--- config.mk ---
export PLATFORM = sky130hd
export DESIGN_NAME = regfile_wr_arbiter
export DESIGN_NICKNAME = d
export VERILOG_FILES = /design/src/rtl/regfile_pkg.sv /design/src/rtl/rr_arb2.sv /design/src/rtl/regfile_wr_arbiter.sv
export SDC_FILE = /design/constraint.sdc
export NUM_CORES = 1
export LEC_CHECK = 0
export CAP_MARGIN = 20
export CORE_UTILIZATION = 35
export CTS_CLUSTER_DIAMETER = 80
export DETAILED_ROUTE_END_ITERATION = 16
export PLACE_DENSITY = 0.82
export SLEW_MARGIN = 20
export SYNTH_ARGS = -nofsm -noshare
export SYNTH_HDL_FRONTEND = slang
export SYNTH_SLANG_ARGS = --single-unit
--- constraint.sdc ---
create_clock -name clk -period 2.28 [get_ports clk]
set_input_delay 0.342 -clock clk [delete_from_list [all_inputs] [get_ports clk]]
set_output_delay 0.342 -clock clk [all_outputs]
set_load 0.03 [all_outputs]
--- src/rtl/regfile_pkg.sv ---
// Shared encodings, register indices, FSM states and helpers for the regfile write arbiter.
package regfile_pkg;

  localparam logic [1:0] WEN_NONE    = 2'b00;
  localparam logic [1:0] WEN_BYTE    = 2'b01;
  localparam logic [1:0] WEN_PAIR    = 2'b10;
  localparam logic [1:0] WEN_ILLEGAL = 2'b11;

  localparam logic [3:0] REG_PAIR0 = 4'd0;
  localparam logic [3:0] REG_PAIR2 = 4'd2;
  localparam logic [3:0] REG_PAIR4 = 4'd4;
  localparam logic [3:0] REG_PAIR6 = 4'd6;
  localparam logic [3:0] REG_PAIR8 = 4'd8;
  localparam logic [3:0] REG_IDX10 = 4'd10;

  localparam logic [7:0] FLAG_MASK = 8'hF0;

  // Round-robin pointer values
  localparam logic REQ_EX  = 1'b0;
  localparam logic REQ_IDU = 1'b1;

  typedef enum logic [1:0] {
    IDLE   = 2'd0,
    IDU_RD = 2'd1,
    IDU_WR = 2'd2
  } arb_state_t;

  function automatic logic [15:0] pair_step(input logic [15:0] value, input logic dec);
    return dec ? (value - 16'd1) : (value + 16'd1);
  endfunction

endpackage

--- src/rtl/rr_arb2.sv ---
// Two-way EX/IDU round-robin arbiter producing ready signals.
// With REGFILE_ARB_EX_PRIO_EN defined it becomes fixed EX priority with no pointer.
module rr_arb2
  import regfile_pkg::*;
#(
  parameter logic RESET_FAVOR = 1'b0
) (
  input  logic clk,
  input  logic rst,
  input  logic enable,
  input  logic ex_req,
  input  logic idu_req,
  output logic ex_ready,
  output logic idu_ready
);

`ifdef REGFILE_ARB_EX_PRIO_EN
  assign ex_ready  = enable;
  assign idu_ready = enable && !ex_req;
`else
  logic ptr_reg;
  logic ptr_next;

  // Each side only yields when the other is requesting and holds the pointer
  assign ex_ready  = enable && !(idu_req && (ptr_reg == REQ_IDU));
  assign idu_ready = enable && !(ex_req && (ptr_reg == REQ_EX));

  always_comb begin
    ptr_next = ptr_reg;
    if (ex_req && ex_ready)
      ptr_next = REQ_IDU;
    else if (idu_req && idu_ready)
      ptr_next = REQ_EX;
  end

  always_ff @(posedge clk or negedge rst) begin
    if (!rst)
      ptr_reg <= RESET_FAVOR;
    else
      ptr_reg <= ptr_next;
  end
`endif

endmodule

--- src/rtl/regfile_wr_arbiter.sv ---
// Shares the regfile write/flag ports between EX writes and IDU pair inc/dec.
// Optional fixed EX priority via REGFILE_ARB_EX_PRIO_EN.
module regfile_wr_arbiter
  import regfile_pkg::*;
#(
  parameter int unsigned RR_RESET_FAVOR = 0
) (
  input  logic        clk,
  input  logic        rst,
  input  logic        ex_valid,
  output logic        ex_ready,
  input  logic [3:0]  ex_reg,
  input  logic [1:0]  ex_wen,
  input  logic [15:0] ex_data,
  input  logic        ex_flag_en,
  input  logic [7:0]  ex_flag,
  input  logic        idu_valid,
  output logic        idu_ready,
  input  logic [3:0]  idu_reg,
  input  logic        idu_dec,
  output logic        idu_done,
  output logic [15:0] idu_result,
  output logic [3:0]  rf_rdReg2,
  input  logic [7:0]  rf_rdData2,
  input  logic [7:0]  rf_rdData2Lo,
  output logic [1:0]  rf_writeEn,
  output logic [3:0]  rf_wrReg,
  output logic [15:0] rf_wrData,
  output logic        rf_writeFlag,
  output logic [7:0]  rf_flagData,
  output logic        busy
);

  arb_state_t  state_reg;
  logic        dec_reg;
  logic [3:0]  rd_reg_reg;
  logic [1:0]  wen_reg;
  logic [3:0]  wr_reg_reg;
  logic [15:0] wr_data_reg;
  logic        wflag_reg;
  logic [7:0]  flag_data_reg;
  logic        done_reg;
  logic [15:0] result_reg;
  logic [15:0] idu_next;
  logic        arb_enable;
  logic        ex_hs;
  logic        idu_hs;

  // Readies stay low while reset is held, not just after it is sampled
  assign arb_enable = rst && (state_reg == IDLE);

  rr_arb2 #(
    .RESET_FAVOR (RR_RESET_FAVOR != 0)
  ) u_arb (
    .clk       (clk),
    .rst       (rst),
    .enable    (arb_enable),
    .ex_req    (ex_valid),
    .idu_req   (idu_valid),
    .ex_ready  (ex_ready),
    .idu_ready (idu_ready)
  );

  assign ex_hs    = ex_valid && ex_ready;
  assign idu_hs   = idu_valid && idu_ready;
  assign idu_next = pair_step({rf_rdData2, rf_rdData2Lo}, dec_reg);

  always_ff @(posedge clk or negedge rst) begin
    if (!rst) begin
      state_reg     <= IDLE;
      dec_reg       <= 1'b0;
      rd_reg_reg    <= 4'd0;
      wen_reg       <= WEN_NONE;
      wr_reg_reg    <= 4'd0;
      wr_data_reg   <= 16'd0;
      wflag_reg     <= 1'b0;
      flag_data_reg <= 8'd0;
      done_reg      <= 1'b0;
      result_reg    <= 16'd0;
    end else begin
      wen_reg       <= WEN_NONE;
      wr_reg_reg    <= 4'd0;
      wr_data_reg   <= 16'd0;
      wflag_reg     <= 1'b0;
      flag_data_reg <= 8'd0;
      done_reg      <= 1'b0;
      case (state_reg)
        IDLE: begin
          if (ex_hs) begin
            wen_reg       <= (ex_wen == WEN_ILLEGAL) ? WEN_NONE : ex_wen;
            wr_reg_reg    <= ex_reg;
            wr_data_reg   <= ex_data;
            wflag_reg     <= ex_flag_en;
            flag_data_reg <= ex_flag & FLAG_MASK;
          end else if (idu_hs) begin
            rd_reg_reg <= {idu_reg[3:1], 1'b0};
            dec_reg    <= idu_dec;
            state_reg  <= IDU_RD;
          end
        end
        // Read data is sampled at the end of IDU_RD and the write lands in IDU_WR
        IDU_RD: begin
          wen_reg     <= WEN_PAIR;
          wr_reg_reg  <= rd_reg_reg;
          wr_data_reg <= idu_next;
          done_reg    <= 1'b1;
          result_reg  <= idu_next;
          state_reg   <= IDU_WR;
        end
        IDU_WR:  state_reg <= IDLE;
        default: state_reg <= IDLE;
      endcase
    end
  end

  assign busy         = (state_reg != IDLE);
  assign rf_rdReg2    = rd_reg_reg;
  assign rf_writeEn   = wen_reg;
  assign rf_wrReg     = wr_reg_reg;
  assign rf_wrData    = wr_data_reg;
  assign rf_writeFlag = wflag_reg;
  assign rf_flagData  = flag_data_reg;
  assign idu_done     = done_reg;
  assign idu_result   = result_reg;

endmodule

# Yosys cells after proc, flatten, opt, wreduce, memory -nomap -nowiden
# Index checks and enable logic that the tools add are counted.
totals:
  wordCells: 51
  ff_bits: 55
  inputBits: 56
  output_inout_bits: 55
op_classes:
  n_eq_ne: 4
  bitwise_logic: 2
  n_mux: 18
  reduce_logical: 14
  addsub: 2
ops:
  columns: ["operator", "count"]
  rows:
  - ["$mux 16", 2]
  - ["$pmux 16 s2", 1]
  - ["$add 16x1->16 const B", 1]
  - ["$mux 8", 2]
  - ["$sub 16x1->16 const B", 1]
  - ["$mux 2", 4]
  - ["$pmux 2 s2", 2]
  - ["$pmux 4 s2", 1]
  - ["$logic_and 1x1->1", 7]
  - ["$mux 1", 5]
  - ["$mux 4", 1]
  - ["$ne 2x2->1 const B", 2]
  - ["$reduce_bool 2->1", 2]
  - ["$reduce_and 3->1", 1]
  - ["$eq 2x1->1 const B", 1]
  - ["$eq 2x2->1 const B", 1]
  - ["$logic_not 1->1", 2]
  - ["$logic_not 2->1", 1]
  - ["$not 1->1", 2]
  - ["$reduce_and 2->1", 1]

# Depth between registers and ports, before layout
logic_depth:
  depth_word: 8
  depth_mapped: 8
  mapped_depth_nobuf: 8

# Cells and area by module
# Synthesis repeated with hierarchy kept, for this count alone.
hier_totals:
  hier_cells: 289
  hier_area_um2: 2750.1
by_module_without_submodules:
  columns: ["module", "seq_area_each_um2", "cells_each", "n_inst", "area_per_inst_um2"]
  rows:
  - ["regfile_wr_arbiter", 1251.2, 283, 1, 2695.1]
  - ["rr_arb2", 25.0, 6, 1, 55.1]

# Worst setup path after synthesis
# No wires, ideal clock.
synth_path:
  path_kind: "flip-flop to flip-flop"
  from: "register dec_reg"
  to: "register wr_data_reg[14] (netlist: rf_wrData[14])"
  slack_ns: 0.009
  stages_incl_launch_ff: 9
  t_arrival_ns: 2.149
  cell_sequence: "dfrtp_1 -> inv_1 -> fa_1 -> nor2b_1 -> o2111ai_1 -> a2111o_1 -> o211ai_1 -> mux2i_1 -> nand2_1"
synth_via:
  elab_chain_cells: 2
synth_lines:
  columns: ["item", "line_no", "rtl"]
  rows:
  - ["start, declared", "regfile_wr_arbiter.sv:35", "logic dec_reg;"]
  - ["start signal, assigned", "regfile_wr_arbiter.sv:97", "dec_reg <= idu_dec;"]
  - ["$mux 16", "regfile_pkg.sv:29", "return dec ? (value - 16'd1) : (value + 16'd1);"]
  - ["$pmux 16 s2", "regfile_wr_arbiter.sv:87", "case (state_reg)"]
  - ["end signal, assigned", "regfile_wr_arbiter.sv:92", "wr_data_reg <= ex_data;"]
  - ["end signal, assigned", "regfile_wr_arbiter.sv:105", "wr_data_reg <= idu_next;"]
  - ["end, declared", "regfile_wr_arbiter.sv:39", "logic [15:0] wr_data_reg;"]
# No other way between the ends.
# A chain may end at the register's enable or synchronous reset.

# Worst setup path after layout
layout_path:
  from: "register dec_reg"
  to: "register wr_data_reg[15] (netlist: rf_wrData[15])"
# The elaborated chain is that of the path after synthesis.

==> out/qor.log <==
INFO  grt            grt_first_pass_wirelength=11.1mm
INFO  clock_tree     hold_buffers=0
INFO  timing         timing.final.ws_setup=-0.0147ns
INFO  clock_tree     clock_tree.buffer_depth=2
INFO  floorplanning  dieWidth=88.5um
INFO  final_layout   non_filler_instances=493
INFO  power_and_ir_drop power_density=1120mW/mm^2
INFO  grt            global_route.usage.total=18.4%
INFO  timing         fmaxAchievable=0.436GHz
INFO  place          placed_area=0.00398mm^2
INFO  final_layout   sequential_cell_area=0.00128mm^2
INFO  clock_tree     number_of_sinks_driven_by_the_clock_tree=51
INFO  worst_setup_path worst-r2r-cell-count=8
INFO  worst_setup_path critical_path_peak_fanout=8
INFO  grt            number_of_global_route_vias_before_repair=2,433
INFO  yosys          asyncSetResetFlopFracSynth=100%
INFO  yosys          synth-warning-count=0
INFO  worst_setup_path setup.worst_path.start_class=flip-flop
INFO  yosys          yosysTopAreaCellShare=48.8%
INFO  timing         finalClockSkew=0.00820ns
INFO  final_layout   finish.net_count=464
INFO  yosys          yosysSeqAreaShare=48.8%
INFO  run_status     violations=negative setup slack
INFO  yosys          synth_area_leader_cell=sky130_fd_sc_hd__dfrtp_1
INFO  power_and_ir_drop leakagePower=1.98nW
INFO  floorplanning  die_h=88.5um
INFO  worst_setup_path worst_r2r_startpoint=dec_reg
INFO  timing         final.period_utilization=101%
INFO  power_and_ir_drop max-vdd-ir-drop=331uV
INFO  final_layout   multi_input_comb_area=0.00137mm^2
INFO  timing         min_period=2.29ns
INFO  place          place.gp.congestion=0.921
INFO  place          dp_cells=482
INFO  route          drt_iter0_markers=88
INFO  yosys          synthCells=253
INFO  timing         final-hold-violation-count=0
INFO  final_layout   n_antenna_cell=0
INFO  worst_setup_path reg2reg_slack=-0.01ns
INFO  worst_setup_path critical_path.reg2reg.endpoint=rf_wrData[15]
INFO  final_layout   flow.area_growth_from_synthesis=62.1%
INFO  timing         transition_time_at_the_pin_with_the_least_slew_margin=0.639ns
INFO  power_and_ir_drop total_power=4.76mW
INFO  timing         setup_viol=3
INFO  clock_tree     cts_root_buffer=sky130_fd_sc_hd__clkbuf_8
INFO  timing         finalHoldWorstSlack=0.163ns
INFO  place          post-place-ws=-0.373ns
INFO  final_layout   final_layout_size_suffix_gt1_share=22.6%
INFO  worst_setup_path crit_path_start=dec_reg
INFO  route          average_detailed_routed_wire_length_per_instance=14.6um
INFO  route          detailed_route_via_count=2,402
INFO  place          port_buffers=100
INFO  grt            number_of_antenna_violations_at_the_first_check_in_global_routing=0
INFO  timing         setup_tns=-0.0309ns
INFO  yosys          synth_edf_count=0
INFO  min_path       hold_path.class=primary input to asynchronous set/reset pin
INFO  final_layout   finish.instance_area=0.00424mm^2
INFO  yosys          synth.cell_area=0.00262mm^2
INFO  floorplanning  io_count=111
INFO  worst_setup_path end_kind=flip-flop
INFO  route          drc=0
INFO  final_layout   final_core_utilization=58.5%
INFO  clock_tree     cts.clk_slew.worst_paths=0.10ns
INFO  clock_tree     worst_skew_pair.late_latency=0.31ns
INFO  floorplanning  die_area=0.00783mm^2
INFO  clock_tree     cts_tree=built
INFO  grt            grt_max_degree=52
INFO  floorplanning  starting_density_of_the_core=36.1%
INFO  floorplanning  core_area=0.00725mm^2
INFO  yosys          yosys.cell_types.count=47
INFO  route          antenna_violating_nets_post_route=0
INFO  job            cap_violations=0
INFO  clock_tree     cts-buffers-inserted=5
INFO  timing         unrepaired_setup_endpoints_after_global_routing=yes
INFO  route          drt_first_pass_iters=4
INFO  worst_setup_path crit_required=2.47ns
INFO  timing         final-max-slew-violation-count=0
INFO  worst_setup_path setup.worst_path.class=flip-flop to flip-flop
INFO  clock_tree     cts-htree-levels=2
INFO  route          route.detailed.vias_per_inst=4.87
INFO  run_status     status=complete, but fails checks
INFO  yosys          synth.top_cells.by_area=sky130_fd_sc_hd__dfrtp_1, sky130_fd_sc_hd__nand2_1, sky130_fd_sc_hd__ha_1
INFO  yosys          yosys_most_used_dff=sky130_fd_sc_hd__dfrtp_1
INFO  final_layout   n_fill_cell=632
INFO  route          wirelength=7.20mm
INFO  worst_setup_path critical_path_arrival=2.48ns
INFO  worst_setup_path cp-endpoint=rf_wrData[15]
INFO  yosys          synth.ff_latch_count=51
INFO  yosys          synth.avg_cell_area=10.3um^2
INFO  place          detailedPlacementHpwl=5.56mm
INFO  timing         worst_slew_margin_relative_to_its_limit=57.4%
INFO  grt            grt_overflow_total=0
INFO  floorplanning  floorplan.rows=31
## metal layers
layer	global-route usage, %	wire length [um]	vias to the layer above
met5	0	0	-
met4	6.89	107	0
met3	2.80	370	9
met2	33.4	3840	87
met1	22.1	2880	1150
li1	-	-	1156
## Yosys cell counts, types with 3 or more instances
cell type                  instances
sky130_fd_sc_hd__dfrtp_1          51
sky130_fd_sc_hd__nand2_1          51
sky130_fd_sc_hd__a21oi_1          14
sky130_fd_sc_hd__ha_1             14
sky130_fd_sc_hd__inv_1            10
sky130_fd_sc_hd__mux2_2            9
sky130_fd_sc_hd__a22o_1            8
sky130_fd_sc_hd__xnor2_1           8
sky130_fd_sc_hd__and3_1            7
sky130_fd_sc_hd__nor2_1            7
sky130_fd_sc_hd__o21ai_0           7
sky130_fd_sc_hd__clkbuf_1          6
sky130_fd_sc_hd__buf_2             5
sky130_fd_sc_hd__buf_4             5
sky130_fd_sc_hd__xor2_1            5
sky130_fd_sc_hd__a21o_1            4
sky130_fd_sc_hd__nand3b_1          3
sky130_fd_sc_hd__o211ai_1          3
sky130_fd_sc_hd__o21ai_1           3
## timing repair
action / in CTS / in global routing
resized for setup: 6 / 18
pin swaps: 0 / 3
setup buffers: 1 / 2
setup endpoints to repair: 11 / 14
## worst max-delay path, cell delays in order (launching register included)
cell and delay [ns]:
sky130_fd_sc_hd__dfrtp_2 0.53, sky130_fd_sc_hd__ha_1 0.30, sky130_fd_sc_hd__a21o_1 0.19, sky130_fd_sc_hd__and4_4 0.20, sky130_fd_sc_hd__a311oi_4 0.33, sky130_fd_sc_hd__buf_4 0.18
sky130_fd_sc_hd__o211ai_2 0.12, sky130_fd_sc_hd__xnor2_2 0.23, sky130_fd_sc_hd__o21ai_1 0.09
## report_power, final
part	switching (mW)	leakage [nW]	internal, mW	total [mW]
Combinational	1.53	1.29	1.41	2.93
Clock	0.311	0.0408	0.220	0.531
Sequential	0.146	0.657	1.15	1.30
## worst min path at each step
stage | to | slack, ns | cells past startpoint
global placement | idu_result[4] | 0.46 | 2
CTS | rf_wrData[4] | 0.19 | 2
finish | idu_result[3] | 0.16 | 2
floorplan | dec_reg | 0.05 | 0
global route | rf_wrData[4] | 0.22 | 2
detailed placement | idu_result[5] | 0.47 | 2
## cells by family (layout without fill, tap and decap cells)
group | count (synthesis) | in the layout | share of synthesized area [%]
adders and majority gates | 15 | 15 | 7.46
DFF | 51 | 51 | 48.8
xor gates and xnor gates | 13 | 13 | 4.35
AOI/OAI and AO/OA | 54 | 54 | 15.2
and+or+nand+nor | 82 | 82 | 14.8
buffers and inverters | 26 | 163 | 4.68
muxes | 11 | 11 | 4.64
other | 1 | 5 | 0.143
## area by class of cell
class	instances	area share (%)
sequential	51	30.1
clock inverter	3	0.560
inverter	10	0.884
timing repair buffer	145	31.6
clock buffer	5	1.62
multi-input combinational	180	32.3
tap	99	2.92
## layout by cell type, fill, tap and decap left out, drive strengths merged, types with 3 or more instances in the layout
cell / synthesis / layout
clkdlybuf4s50: 0 / 97
dfrtp: 51 / 51
nand2: 51 / 51
buf: 10 / 47
a21oi: 14 / 14
ha: 14 / 14
inv: 10 / 11
o21ai: 10 / 10
mux2: 9 / 9
a22o: 8 / 8
xnor2: 8 / 8
nor2: 7 / 7
and3: 7 / 7
xor2: 5 / 5
conb: 1 / 5
clkbuf: 6 / 5
a21o: 4 / 4
o211ai: 4 / 4
nand3b: 3 / 3
Power figures use the tool's default switching activity.
